**src/rtl/mem_sync_ctrl.sv**
```systemverilog
`default_nettype none
// ============================================================================
// Module   : mem_sync_ctrl
// Brief    : Single-port data memory with req/ready/done handshake, byte
//            enables, configurable completion latency and range checking.
// Revision : 1.0 - initial release
// ============================================================================
module mem_sync_ctrl #(
  parameter int DATA_W = 16,
  parameter int DEPTH  = 256,
  parameter int ADDR_W = 16,
  parameter int RD_LAT = 1
) (
  input  logic                clk,
  input  logic                rst,
  input  logic                req,
  input  logic                WE,
  input  logic [ADDR_W-1:0]   addr,
  input  logic [DATA_W-1:0]   Data,
  input  logic [DATA_W/8-1:0] be,
  output logic                ready,
  output logic                done,
  output logic [DATA_W-1:0]   MemOut,
  output logic                err
);

  localparam int              NBYTES   = DATA_W / 8;
  localparam int              IDX_W    = (DEPTH > 1) ? $clog2(DEPTH) : 1;
  localparam logic [ADDR_W:0] c_depth  = (ADDR_W + 1)'(DEPTH);
  localparam logic [3:0]      c_lat_m1 = 4'(RD_LAT - 1);
  localparam logic [0:0]      c_idle   = 1'b0;
  localparam logic [0:0]      c_wait   = 1'b1;

  logic [DATA_W-1:0] r_mem [DEPTH];
  logic [0:0]        r_state;
  logic [0:0]        w_next_state;
  logic [3:0]        r_cnt;
  logic              r_pend_we;
  logic              r_pend_err;
  logic [DATA_W-1:0] r_pend_data;
  logic              r_done;
  logic              r_err;
  logic [DATA_W-1:0] r_memout;
  logic              w_accept;
  logic              w_in_range;
  logic              w_finish_wait;
  logic [IDX_W-1:0]  w_idx;
  logic [DATA_W-1:0] w_rd_data;

  assign w_accept      = req & ready;
  assign w_in_range    = ({1'b0, addr} < c_depth);
  assign w_idx         = addr[IDX_W-1:0];
  assign w_rd_data     = w_in_range ? r_mem[w_idx] : '0;
  assign w_finish_wait = (r_state == c_wait) && (r_cnt == 4'd1);

  assign done   = r_done;
  assign err    = r_err;
  assign MemOut = r_memout;

  // State register
  always_ff @(posedge clk) begin
    if (rst) r_state <= c_idle;
    else     r_state <= w_next_state;
  end

  // Next-state logic
  always_comb begin
    w_next_state = r_state;
    case (r_state)
      c_idle:  if (w_accept && (RD_LAT > 1)) w_next_state = c_wait;
      c_wait:  if (r_cnt == 4'd1) w_next_state = c_idle;
      default: w_next_state = c_idle;
    endcase
  end

  // Output logic: nothing is accepted while reset is asserted
  always_comb begin
    ready = (r_state == c_idle) && !rst;
  end

  // Read data and range status are captured at acceptance, presented at completion
  always_ff @(posedge clk) begin
    if (rst) begin
      r_cnt       <= 4'd0;
      r_done      <= 1'b0;
      r_err       <= 1'b0;
      r_memout    <= '0;
      r_pend_we   <= 1'b0;
      r_pend_err  <= 1'b0;
      r_pend_data <= '0;
    end else begin
      r_done <= 1'b0;
      r_err  <= 1'b0;
      if (w_accept) begin
        r_pend_we   <= WE;
        r_pend_err  <= !w_in_range;
        r_pend_data <= w_rd_data;
        if (RD_LAT == 1) begin
          r_done <= 1'b1;
          r_err  <= !w_in_range;
          if (!WE) r_memout <= w_rd_data;
        end else begin
          r_cnt <= c_lat_m1;
        end
      end else if (w_finish_wait) begin
        r_done <= 1'b1;
        r_err  <= r_pend_err;
        r_cnt  <= 4'd0;
        if (!r_pend_we) r_memout <= r_pend_data;
      end else if (r_state == c_wait) begin
        r_cnt <= r_cnt - 4'd1;
      end
    end
  end

  // Array contents survive reset; writes land at the acceptance edge
  always_ff @(posedge clk) begin
    if (w_accept && WE && w_in_range) begin
      for (int i = 0; i < NBYTES; i++) begin
        if (be[i]) r_mem[w_idx][8*i +: 8] <= Data[8*i +: 8];
      end
    end
  end

endmodule
`default_nettype wire

```
**config.mk**
```make
export PLATFORM = sky130hd
export DESIGN_NAME = mem_sync_ctrl
export DESIGN_NICKNAME = d
export VERILOG_FILES = /design/src/rtl/mem_sync_ctrl.sv
export SDC_FILE = /design/constraint.sdc
export NUM_CORES = 2
export LEC_CHECK = 0
export CORE_MARGIN = 2
export CORE_UTILIZATION = 55
export CTS_CLUSTER_SIZE = 24
export DETAILED_ROUTE_END_ITERATION = 16
export PLACE_DENSITY = 0.73
export SLEW_MARGIN = 20
export SYNTH_ARGS = -nofsm -noshare
export SYNTH_HDL_FRONTEND = slang
export SYNTH_SLANG_ARGS = --single-unit
export TNS_END_PERCENT = 50
```
**constraint.sdc**
```tcl
create_clock -name clk -period 2.9 [get_ports clk]
set_input_delay 0.435 -clock clk [delete_from_list [all_inputs] [get_ports clk]]
set_output_delay 0.435 -clock clk [all_outputs]
set_load 0.05 [all_outputs]
```
==> flow_summary.toml <==
[hold_path]
holdPathEnd = "r_mem[77][2]"
holdCritPathClass = "in2reg"
timing.hold.worst_path_depth = 1
min_from = "Data[2]"

[global_route]
grt_busiest_layer = "met2"
grt_pass1_wl_um = 605000
grt_start_max_net_pins = 115
antenna_found_initial = 14
first_global_vias = 86669
globalRouteOverflowTotal = 0
grt_util_met3_pct = 5.67
global_route.usage.met1_pct = 39.1
use_met2_pct = 44.4
track_usage_pct = 28.4

[cells_and_area]
post_route_cells_drive_above_1_share_pct = 28.3
most_common_library_cell_in_the_layout_ignoring_fill_and_taps = "sky130_fd_sc_hd__edfxtp_1"
nets = 9378
final_cell_mix = "sky130_fd_sc_hd__edfxtp_1 (4096), sky130_fd_sc_hd__buf_4 (1174), sky130_fd_sc_hd__mux4_2 (723)"
final-instance-count-excl-fill = 13577
syn2layout_area_growth_pct = 18.2

[worst_setup_path]
r2r_cells = 8
reg2reg_slack_ps = 130
critical_path_peak_fanout = 2
slowest_cell_on_the_critical_path = "sky130_fd_sc_hd__dfxtp_1"
timing.critical_path.max_delay_family = "flip-flops"
chain_of_cells_forming_the_critical_path = "dlygate4sd2_1"
crit_cells = 1
critical_path_type = "reg2out"
critPathBufInv = 1
rr_endpoint = "MemOut[3]"
timing.rr.start = "r_mem[239][3]"
arrival_ps = 2480
endpoint_kind = "output port"
timing.critical_path.required_ps = 2470
critPathLaunchType = "flop"
critPathMaxStageDelay_ps = 790

[yosys]
synth_cells = 8024
synth_enable_flop_cells = 4096
ys.warnings.count = 0
asyncSetResetFlopFracSynth_pct = 0
synth.lib_cells_used.distinct = 51
syn-num-nets = 8064
netlist_area_mm2 = 0.160
synth.avg_cell_area_um2 = 19.9
yosysSeqAreaShare_pct = 77.4
ys_ff_latch = 4137
synth_ff_type = "sky130_fd_sc_hd__edfxtp_1"

[sta]
maxClockFrequency_mhz = 343
rsz0062_at_grt = "false"
max-slew-margin-rel_pct = 29.1
layout_min_cycle_time_ps = 2910
final.setup_skew_ps = 103
slew_violations = 0
period_share_pct = 101
timing.final.hold_violations = 0
timing_worst_slew_pin_value_ps = 1060
setup_violations = 1
final.setup.worst_slack_ps = -14.8

[place]
dpl.cell_count = 12828
io_buffers = 56
worst_setup_slack_before_clock_tree_synthesis_ps = -944
place.gp.congestion = 0.923
hpwl_um = 271000

[drt]
post_drt_wl_per_cell_um = 31.1
detail_route.vias_per_cell = 6.43
first_pass_iters = 8
first_iter_violations = 12336
drcViolationCount = 0
num_vias = 87309
routed_wl_um = 422000
drt.antenna.violating_nets = 0

[run_status]
violated_checks = "negative setup slack"
status = "finished with violations"

[cts]
clock_tree_from_tritoncts = "yes"
cts.sink_count = 4137
cts_root_buffer = "sky130_fd_sc_hd__clkbuf_16"
htreeDepth = 5
worst_skew_pair.late_latency_ps = 990
clock_path_buffers = 4
tritoncts.num_buffers = 400
clk_pin_slew_worst_paths_ps = 60
post-cts-setup-buffer-count = 0

[floorplan]
num_rows = 198
dieHeight_um = 543
core_area_mm2 = 0.290
die-area_mm2 = 0.295
floorplan.initialDensity_pct = 55.1
chipWidth_um = 543
io_pins = 57

[run]
cap_violations = 0

[power_and_ir_drop]
ir_worst_vdd_mv = 0.519
p_leak_nw = 62.8
pwr_density_cell_mw_per_mm2 = 652
-- cell families after synthesis --
group	Yosys count	synth area share (%)
xor+xnor	1	0.00548
flops	4137	77.4
mux	1363	14.2
buf+inv	530	1.58
compound gates	734	3.23
fa+ha+maj	2	0.0156
simple gates	1257	3.59
-- registers in the layout, indices dropped and copies added (netlist names) --
| signal | flops |
|---|---|
| r_pend_data | 16 |
| done | 1 |
| r_state | 1 |
| MemOut | 16 |
| r_mem | 4096 |
| r_cnt | 4 |
| r_pend_we | 1 |
| err | 1 |
| r_pend_err | 1 |
-- layer usage --
metal,wire length (um),share of wire (%)
met1,156000,37
met2,199000,47
met3,46200,11
met4,20900,5.0
met5,90,0.021
-- report_power, final --
| part | switching [mW] | internal, mW |
|---|---|---|
| registers | 0.00118 | 65.7 |
| logic | 3.88 | 2.37 |
| clock network | 22.4 | 29.0 |
-- worst max-delay path by stage --
stage / startpoint / slack (ps) / end
after detailed placement: addr[5] / -940 / r_pend_data[3]
after CTS: MemOut[3] / 9 / MemOut[3]
final: MemOut[3] / -10 / MemOut[3]
after global routing: addr[5] / 0.8 / r_pend_data[3]
after global placement: addr[5] / -970 / r_pend_data[3]
after floorplan: rst / -130 / r_mem[103][0]
-- metrics by stage --
step	utilization [%]	power, mW	setup TNS (ps)	hold slack (ps)	instance area, um2
6_report	65.2	123	-14.8	14.2	189000
5_1_grt	65.2	126	0	51.8	189000
4_1_cts	65.2	124	0	17.2	189000
2_1_floorplan	-	69.8	-196200	437	160000
3_3_place_gp	60.7	73.0	-789420	444	176000
3_5_place_dp	60.7	73.1	-946360	448	176000
-- final cells by class --
cell class              instances  area, um2
diodes                          7       17.5
clock buffers                 491      10500
clock inverters               243       2480
fillers                     18264     101000
inverters                       4       15.0
multi-input cells            3357      33800
flip-flops and latches       4137     124000
well taps                    3900       4880
repair buffers               1438      13600
-- what timing repair did --
action / in CTS / in global routing
gates resized for setup: 3 / 0
hold buffers: 8 / 0
endpoints found under the hold margin: 368 / 0
endpoints found under the setup margin: 3 / 0
-- cells in the mapped netlist, types with 41 or more instances --
cell	n	share of area (%)
sky130_fd_sc_hd__a21oi_1	131	0.41
sky130_fd_sc_hd__a221oi_1	77	0.42
sky130_fd_sc_hd__a22o_1	48	0.26
sky130_fd_sc_hd__a22oi_1	269	1.3
sky130_fd_sc_hd__a31oi_1	46	0.18
sky130_fd_sc_hd__buf_2	199	0.62
sky130_fd_sc_hd__buf_4	41	0.19
sky130_fd_sc_hd__clkbuf_1	242	0.57
sky130_fd_sc_hd__dfxtp_1	41	0.51
sky130_fd_sc_hd__edfxtp_1	4096	77
sky130_fd_sc_hd__mux2i_1	638	4.0
sky130_fd_sc_hd__mux4_2	723	10
sky130_fd_sc_hd__nand2_1	197	0.46
sky130_fd_sc_hd__nand3_1	337	1.1
sky130_fd_sc_hd__nor2_1	526	1.2
sky130_fd_sc_hd__o21ai_0	63	0.20
No activity file was read; power rests on OpenSTA's default activity.
